===== src/rtl/uart_pkg.sv =====
// uart_pkg: shared encodings and FIFO entry layout for the configurable UART receiver.
package uart_pkg;
    localparam logic [1:0] PAR_NONE = 2'd0;
    localparam logic [1:0] PAR_EVEN = 2'd1;
    localparam logic [1:0] PAR_ODD  = 2'd2;

    typedef enum logic [2:0] {IDLE, START, DATA, PARITY, STOP1, STOP2} state_t;

    typedef struct packed {
        logic       brk;
        logic       ferr;
        logic       perr;
        logic [7:0] data;
    } entry_t;

    localparam int ENTRY_W = $bits(entry_t);
endpackage


===== src/rtl/uart_rx_fifo.sv =====
// uart_rx_fifo: first-word-fall-through synchronous FIFO; head reads 0 while empty.
module uart_rx_fifo #(
    parameter int W     = 11,
    parameter int DEPTH = 8
) (
    input  logic                     clk,
    input  logic                     rst,
    input  logic                     push,
    input  logic                     pop,
    input  logic [W-1:0]             din,
    output logic [W-1:0]             dout,
    output logic                     full,
    output logic                     empty,
    output logic [$clog2(DEPTH):0]   level
);
    localparam int AW = $clog2(DEPTH);
    logic [W-1:0]  r_mem [DEPTH];
    logic [AW-1:0] r_wr, r_rd;
    logic [AW:0]   r_level;
    logic          w_push, w_pop;

    assign empty  = r_level == '0;
    assign full   = r_level == (AW+1)'(DEPTH);
    assign w_pop  = pop && !empty;
    assign w_push = push && (!full || w_pop);
    assign dout   = empty ? '0 : r_mem[r_rd];
    assign level  = r_level;

    always_ff @(posedge clk) begin
        if (w_push) r_mem[r_wr] <= din;
    end

    always_ff @(posedge clk) begin
        if (rst) begin
            r_wr    <= '0;
            r_rd    <= '0;
            r_level <= '0;
        end else begin
            if (w_push) r_wr <= r_wr + 1'b1;
            if (w_pop) r_rd <= r_rd + 1'b1;
            r_level <= r_level + (AW+1)'(w_push) - (AW+1)'(w_pop);
        end
    end
endmodule


===== src/rtl/uart_rx_cfg.sv =====
// uart_rx_cfg: oversampling UART receiver with per-frame latched config, 3-sample vote,
// parity/framing/break flags and a FWFT receive FIFO with sticky overrun.
module uart_rx_cfg
    import uart_pkg::*;
#(
    parameter int DIV_W      = 12,
    parameter int OSR        = 8,
    parameter int FIFO_DEPTH = 8
) (
    input  logic                          clk,
    input  logic                          rst,
    input  logic                          rxd,
    input  logic [DIV_W-1:0]              cfg_div,
    input  logic [1:0]                    cfg_bits,
    input  logic [1:0]                    cfg_parity,
    input  logic                          cfg_stop2,
    output logic [7:0]                    m_data,
    output logic                          m_perr,
    output logic                          m_ferr,
    output logic                          m_brk,
    output logic                          m_valid,
    input  logic                          m_ready,
    output logic                          ovr,
    input  logic                          ovr_clr,
    output logic                          rx_active,
    output logic [$clog2(FIFO_DEPTH):0]   fifo_level
);
    localparam int PW = $clog2(OSR);

    state_t           r_state, w_next;
    logic [1:0]       r_sync, r_smp, r_cfg_bits, r_cfg_par;
    logic             r_rx_prev, r_cfg_stop2, r_par, r_perr, r_ferr, r_allz, r_ovr;
    logic [DIV_W-1:0] r_div, r_cfg_div;
    logic [PW-1:0]    r_phase;
    logic [7:0]       r_data;
    logic [2:0]       r_cnt;
    logic             w_rx_s, w_start, w_tick, w_s0, w_s1, w_vote_t, w_vote;
    logic             w_par_en, w_last_data, w_push, w_brk, w_full, w_empty, w_pop;
    entry_t           w_word, w_head;

    assign w_rx_s      = r_sync[1];
    assign w_start     = r_state == IDLE && r_rx_prev && !w_rx_s;
    assign w_tick      = r_state != IDLE && r_div == r_cfg_div;
    // Samples land on the ticks that move phase to OSR/2-1, OSR/2 and OSR/2+1.
    assign w_s0        = w_tick && r_phase == PW'(OSR/2-2);
    assign w_s1        = w_tick && r_phase == PW'(OSR/2-1);
    assign w_vote_t    = w_tick && r_phase == PW'(OSR/2);
    assign w_vote      = (r_smp[0] & r_smp[1]) | (r_smp[0] & w_rx_s) | (r_smp[1] & w_rx_s);
    assign w_par_en    = r_cfg_par != PAR_NONE && r_cfg_par != 2'd3;
    assign w_last_data = r_cnt == 3'(r_cfg_bits) + 3'd4;
    assign w_pop       = m_valid && m_ready;
    assign w_word      = '{brk: w_brk, ferr: r_ferr | ~w_vote, perr: r_perr, data: r_data};

    always_comb begin
        w_next = r_state;
        w_push = 1'b0;
        w_brk  = r_allz;
        if (w_start) w_next = START;
        else if (w_vote_t) begin
            case (r_state)
                START:  w_next = w_vote ? IDLE : DATA;
                DATA:   w_next = !w_last_data ? DATA : w_par_en ? PARITY : STOP1;
                PARITY: w_next = STOP1;
                STOP1: begin
                    w_brk  = r_allz & ~w_vote;
                    w_next = r_cfg_stop2 ? STOP2 : IDLE;
                    w_push = !r_cfg_stop2;
                end
                STOP2: begin
                    w_next = IDLE;
                    w_push = 1'b1;
                end
                default: w_next = IDLE;
            endcase
        end
    end

    always_ff @(posedge clk) begin
        if (rst) r_state <= IDLE;
        else r_state <= w_next;
    end

    always_ff @(posedge clk) begin
        if (rst) begin
            r_sync      <= 2'b11;
            r_rx_prev   <= 1'b1;
            r_smp       <= '0;
            r_div       <= '0;
            r_phase     <= '0;
            r_cfg_div   <= '0;
            r_cfg_bits  <= '0;
            r_cfg_par   <= '0;
            r_cfg_stop2 <= 1'b0;
            r_data      <= '0;
            r_cnt       <= '0;
            r_par       <= 1'b0;
            r_perr      <= 1'b0;
            r_ferr      <= 1'b0;
            r_allz      <= 1'b1;
            r_ovr       <= 1'b0;
        end else begin
            r_sync    <= {r_sync[0], rxd};
            r_rx_prev <= w_rx_s;
            r_ovr     <= (w_push && w_full && !w_pop) ? 1'b1 : ovr_clr ? 1'b0 : r_ovr;
            if (w_start) begin
                r_cfg_div   <= cfg_div;
                r_cfg_bits  <= cfg_bits;
                r_cfg_par   <= cfg_parity;
                r_cfg_stop2 <= cfg_stop2;
                r_div       <= '0;
                r_phase     <= '0;
                r_data      <= '0;
                r_cnt       <= '0;
                r_par       <= 1'b0;
                r_perr      <= 1'b0;
                r_ferr      <= 1'b0;
                r_allz      <= 1'b1;
            end else if (r_state != IDLE) begin
                r_div <= w_tick ? '0 : r_div + 1'b1;
                if (w_tick) r_phase <= (r_phase == PW'(OSR-1)) ? '0 : r_phase + 1'b1;
            end
            if (w_s0) r_smp[0] <= w_rx_s;
            if (w_s1) r_smp[1] <= w_rx_s;
            if (w_vote_t) begin
                if (r_state == DATA) begin
                    r_data[r_cnt] <= w_vote;
                    r_cnt         <= r_cnt + 1'b1;
                    r_par         <= r_par ^ w_vote;
                end
                if (r_state == PARITY) r_perr <= r_par ^ w_vote ^ (r_cfg_par == PAR_ODD);
                if (r_state == DATA || r_state == PARITY || r_state == STOP1) r_allz <= r_allz & ~w_vote;
                if (r_state == STOP1) r_ferr <= ~w_vote;
            end
        end
    end

    uart_rx_fifo #(.W(ENTRY_W), .DEPTH(FIFO_DEPTH)) u_fifo (
        .clk   (clk),
        .rst   (rst),
        .push  (w_push),
        .pop   (w_pop),
        .din   (w_word),
        .dout  (w_head),
        .full  (w_full),
        .empty (w_empty),
        .level (fifo_level)
    );

    assign m_valid   = !w_empty;
    assign m_data    = w_head.data;
    assign m_perr    = w_head.perr;
    assign m_ferr    = w_head.ferr;
    assign m_brk     = w_head.brk;
    assign ovr       = r_ovr;
    assign rx_active = r_state != IDLE;
endmodule


===== config.mk =====
export PLATFORM = sky130hd
export DESIGN_NAME = uart_rx_cfg
export DESIGN_NICKNAME = d
export VERILOG_FILES = /design/src/rtl/uart_pkg.sv /design/src/rtl/uart_rx_fifo.sv /design/src/rtl/uart_rx_cfg.sv
export SDC_FILE = /design/constraint.sdc
export NUM_CORES = 1
export LEC_CHECK = 0
export CAP_MARGIN = 30
export CORE_MARGIN = 2
export CORE_UTILIZATION = 55
export CTS_CLUSTER_SIZE = 12
export DETAILED_ROUTE_END_ITERATION = 10
export PLACE_DENSITY = 0.81
export RECOVER_POWER = 25
export SETUP_SLACK_MARGIN = 0.3
export SLEW_MARGIN = 25
export SYNTH_ARGS = -nofsm -noshare
export SYNTH_HDL_FRONTEND = slang
export SYNTH_SLANG_ARGS = --single-unit

===== constraint.sdc =====
create_clock -name clk -period 7.92 [get_ports clk]
set_input_delay 0.792 -clock clk [delete_from_list [all_inputs] [get_ports clk]]
set_output_delay 0.792 -clock clk [all_outputs]
set_load 0.005 [all_outputs]

# Yosys cells after proc, flatten, opt, wreduce, memory -nomap -nowiden
# Memory sizes are Yosys's and may differ from the RTL's. A register that Yosys moved wholly into a read port is not among the register bits.
# Index checks and enable logic that the tools add are counted.
# Widths: inputs -> output; s select.
# totals
n_memories,1
ram_bits,88
in_bits,22
out_inout_bits,18
ff_bits,66
# memory_table
memory,words,width,rd,rd_ports_with_merged_regs,wr,line,source
u_fifo.r_mem,8,11,1,1,1,uart_rx_fifo.sv:17,logic [W-1:0] r_mem [DEPTH];
# classes
reduce_logical,29
addsub,8
magnitude_cmp,2
bitwise_logic,10
n_mux,44
eq_ne,14
# op_table
cell,count
$mux 8,4
$mux 3,9
$mux 1,24
$logic_and 1x1->1,13
$add 12x1->12 const B,1
$add 3x1->3 const B,4
$eq 12x12->1,1
$eq 3x2->1 const B,4
$eq 3x3->1 const B,4
$mux 12,1
$pmux 3 s4,1
$mux 11,1
$bwmux 8,1
$reduce_bool 2->1,3
$logic_not 1->1,5
$add 4x1->4,1
$and 1x1->1,4
$eq 4x4->1 const B,1
$logic_not 4->1,1
$lt 3x4->1 const B,1
$sub 4x1->4,1
$add 2x3->3 const B,1
$demux 1 s3,1
$eq 3x1->1 const B,1
other kinds (14),19

# Depth between registers and ports, before layout
# depth
word_depth,8
ltp_mapped,13
depth_no_buf,13

# Hierarchy
# Synthesis repeated with hierarchy kept, for this count alone.
# unflattened
hier_cells,539
hier_area_um2,6887.9
# by_module_without_submodules
module,instances,cells_each,area_per_inst_um2,seq_area_each_um2
uart_rx_fifo,1,215,4035.1,2902.8
uart_rx_cfg,1,324,2852.7,1121.1

# Worst setup path after synthesis
# No wires, ideal clock.
# synth_timing
kind,input -> register
start,input port m_ready
end,"memory u_fifo.r_mem[0][0], enable pin"
arrival_time_ps,2477
path_stages,5
path_buffers,0
setup_time_ps,408
slack_ps,5035
cell_sequence,nand2b_1 and3_1 and2b_1 nand2_1 nor4_1
# synth_between
elab_chain_cells,6
# synth_lines
item,line,source
"start, declared",uart_rx_cfg.sv:22,"input logic m_ready,"
$logic_and 1x1->1,uart_rx_cfg.sv:51,assign w_pop = m_valid && m_ready;
$logic_and 1x1->1,uart_rx_fifo.sv:24,assign w_pop = pop && !empty;
$logic_or 1x1->1,uart_rx_fifo.sv:25,assign w_push = push && (!full || w_pop);
$logic_and 1x1->1,uart_rx_fifo.sv:25,
$mux 1,uart_rx_fifo.sv:30,if (w_push) r_mem[r_wr] <= din;
$mux 1 (not written as such),uart_rx_fifo.sv:30,
"end, declared",uart_rx_fifo.sv:17,
# Every way passes these cells.

==> run_results.csv <==
group,metric,value,unit
die,die_h,115,um
clock_tree,cts_sinks,157,
pwr,power-per-cell-area,261,nW/um^2
die,io_pins,40,
grt,grt_pass1_vias,4392,
pwr,switching_power,0.521,mW
route,antenna_left,0,
timing,worst_pin_slew,0.874,ns
worst_hold_path,min_path_type,"register to register",
route,routed_wl,13000,um
worst_setup_path,crit_type,"register to output pin",
worst_setup_path,r2r_slack,5.06,ns
clock_tree,cts_resized,0,
clock_tree,h-tree-depth,4,
die,num_rows,40,
final_layout,utilization,65.8,%
pwr,power.leakage,2.66,nW
timing,slew_headroom,41.5,%
pwr,internal-power,1.56,mW
timing,min_period,3.19,ns
route,vias_per_cell,5.56,
clock_tree,clk_latency,0.41,ns
clock_tree,cts_tree,"yes",
yosys,synth_nets,579,
worst_setup_path,required,7.13,ns
run_status,status,"completed",
yosys,netlist_area,6800,um^2
timing,fin_setup_tns,0,ns
timing,period_share,40.3,%
timing,hold_viol,0,
clock_tree,ctsLongestPathBuffers,2,
grt,grt_pass1_wl,21500,um
clock_tree,cts-root-buf,"clkbuf_16",
die,die_x,115,um
timing,finClkSkew,0.00628,ns
worst_setup_path,end_kind,"output pin",
final_layout,n_antenna_cell,0,
die,start_util,56.4,%
yosys,ys_warn_count,0,
yosys,ys_seq_elements,157,
place,gp_congestion,0.881,
final_layout,syn_to_final_growth,16.7,%
timing,hold_ws,0.415,ns
yosys,avgSynthCellArea,12.6,um^2
yosys,synth_edf_count,88,
yosys,synthArstFlopShare,0,%
timing,rsz0062_at_grt,"no",
yosys,ys.flop_type,"edfxtp_1",
pwr,seqPwrFrac,43.2,%
timing,max_freq,314,MHz
grt,track_usage,21.4,%
timing,maxSlewViolCount,0,
pwr,p_sw_share,25.1,%
route,wire_per_inst,17.0,um
timing,setup_violations,0,
clock_tree,ctsHoldBuffers,0,
clock_tree,clkTransAtPathRegs,0.06,ns
route,drc_errors,0,
die,core_region_area,12100,um^2
place,portBuffers,39,
grt,antenna_found_initial,0,
route,dr.first_iter.drc_count,324,
timing,setup_slack,4.73,ns
route,vias,4247,
final_layout,drive_gt1_share,14.1,%
pwr,pwr-share-comb,19.8,%
place,place_inst,731,
final_layout,nFillCells,846,
clock_tree,cts_buffers,17,
final_layout,fin_nets,622,
yosys,seq_area_frac_synth,59.2,%
worst_setup_path,arrival,2.40,ns
pwr,clockPowerShare,37.0,%
clock_tree,cts_setup_buffers,0,
place,place_hpwl,8450,um
yosys,synth.distinct_cells,58,
route,dr.pass1.iters,5,
flow_run,maxCapViolCount,0,
worst_setup_path,worst_setup_path_start_kind,"register",
grt,grt_overflow,0,
worst_setup_path,crit_fanout,22,
pwr,max-vdd-ir-drop,144,uV
yosys,netlist_instances,540,
die,die_area,13300,um^2
final_layout,stdcell_count,764,
grt,grt_max_degree,41,
place,post-place-ws,4.71,ns
==> path summary, 6_finish.rpt <==
check,from,to,cells after the start
setup / recovery,register,m_data[5],5
hold / removal,r_sync[0],r_sync[1],1
setup reg to reg,r_div[4],u_fifo.r_mem[7][4],5
hold reg to reg,r_sync[0],r_sync[1],1
==> cell usage after synthesis, types with 2 or more instances <==
cell type,instances,area share [%]
edfxtp_1,88,39
dfxtp_1,69,20
nand2_1,69,3.8
nor2_1,45,2.5
a21oi_1,29,2.1
mux2i_1,23,3.4
mux4_2,22,7.3
xor2_1,21,2.7
inv_1,20,1.1
ha_1,16,2.9
nand3_1,16,1.2
clkbuf_1,12,0.66
nor3_1,10,0.74
xnor2_1,8,1.0
nand2b_1,7,0.64
nand4_1,7,0.64
buf_2,5,0.37
and3_1,4,0.37
nand3b_1,4,0.44
o21ai_0,4,0.29
a211oi_1,3,0.33
and4_1,3,0.39
buf_4,3,0.33
nor3_2,3,0.44
nor4_1,3,0.28
nor4_4,3,0.94
nor4b_2,3,0.66
or3_1,3,0.28
a31o_2,2,0.26
a31oi_1,2,0.18
and2_1,2,0.18
buf_1,2,0.11
buf_6,2,0.33
nor2b_1,2,0.18
or2_2,2,0.18
==> layout by cell type (no fill, tap or decap), types with 3 or more instances in the layout <==
| cell | Yosys | final |
|---|---|---|
| nor4b_2 | 3 | 3 |
| nand2b_1 | 7 | 7 |
| mux2i_1 | 23 | 23 |
| o21ai_0 | 4 | 4 |
| clkdlybuf4s50_1 | 0 | 39 |
| nand2_1 | 69 | 69 |
| nor2_1 | 45 | 44 |
| ha_1 | 16 | 16 |
| nand3b_1 | 4 | 4 |
| nor3_2 | 3 | 3 |
| inv_6 | 0 | 3 |
| and3_1 | 4 | 4 |
| nand4_1 | 7 | 7 |
| buf_4 | 3 | 8 |
| dfxtp_1 | 69 | 69 |
| nor4_4 | 3 | 3 |
| or3_1 | 3 | 3 |
| nand3_1 | 16 | 16 |
| a211oi_1 | 3 | 3 |
| edfxtp_1 | 88 | 88 |
| xnor2_1 | 8 | 8 |
| and4_1 | 3 | 3 |
| inv_1 | 20 | 20 |
| clkinv_4 | 0 | 3 |
| nor3_1 | 10 | 10 |
| xor2_1 | 21 | 21 |
| clkinv_2 | 0 | 3 |
| clkbuf_16 | 0 | 19 |
| a21oi_1 | 29 | 29 |
| mux4_2 | 22 | 22 |
==> final cells by class <==
class,instances,area [um^2],share of cell area (%)
clock inverter,10,75.1,0.946
sequential,157,4020,50.7
timing repair buffer,49,473,5.96
inverter,21,78.8,0.993
clock buffer,22,497,6.26
multi-input combinational,337,2580,32.5
tap,168,210,2.65
==> logic make-up (layout without fill, tap and decap cells) <==
kind of cell	count (synthesis)	in the layout	share of synthesized area, %
buf+inv	46	102	3.03
mux	46	46	10.8
fa+ha+maj	18	18	3.38
compound gates	50	50	4.51
flops	157	157	59.2
xor+xnor	30	30	4.14
simple gates	193	193	15.0
==> worst max-delay path, stage by stage (launching register included) <==
cell	delay, ns
dfxtp_1	0.31
buf_4	0.37
mux4_2	0.59
mux2i_1	0.17
nor2_1	0.05
clkdlybuf4s50_1	0.46
==> state kept, by name, indices dropped and copies added, names as in the netlist, 3 cells and up, named ones only <==
register      count
u_fifo.r_mem     88
r_cfg_div        12
r_div            12
r_data            8
u_fifo.level      4
r_cnt             3
r_phase           3
r_state           3
u_fifo.r_rd       3
u_fifo.r_wr       3
==> routing by layer <==
layer	GRT usage, %	part of all wire [%]
met5	0	0
met4	7.31	1.9
met3	5.90	4.4
met2	38.5	52
met1	24.7	41
==> power groups by stage <==
stage          Combinational, mW  Sequential, mW  Clock, mW
6_report                   0.411           0.896      0.769
3_3_place_gp               0.399           0.918          0
5_1_grt                    0.459           0.899      0.814
4_1_cts                    0.422           0.897      0.783
3_5_place_dp               0.416           0.914          0
2_1_floorplan              0.251           0.907          0
==> per-stage QoR <==
| step | area [um^2] | total power [mW] |
|---|---|---|
| after global placement | 7330 | 1.32 |
| after global routing | 7940 | 2.17 |
| final | 7940 | 2.08 |
| after detailed placement | 7360 | 1.33 |
| after floorplan | 6800 | 1.16 |
| after CTS | 7930 | 2.10 |
No activity file was read; power rests on OpenSTA's default activity.
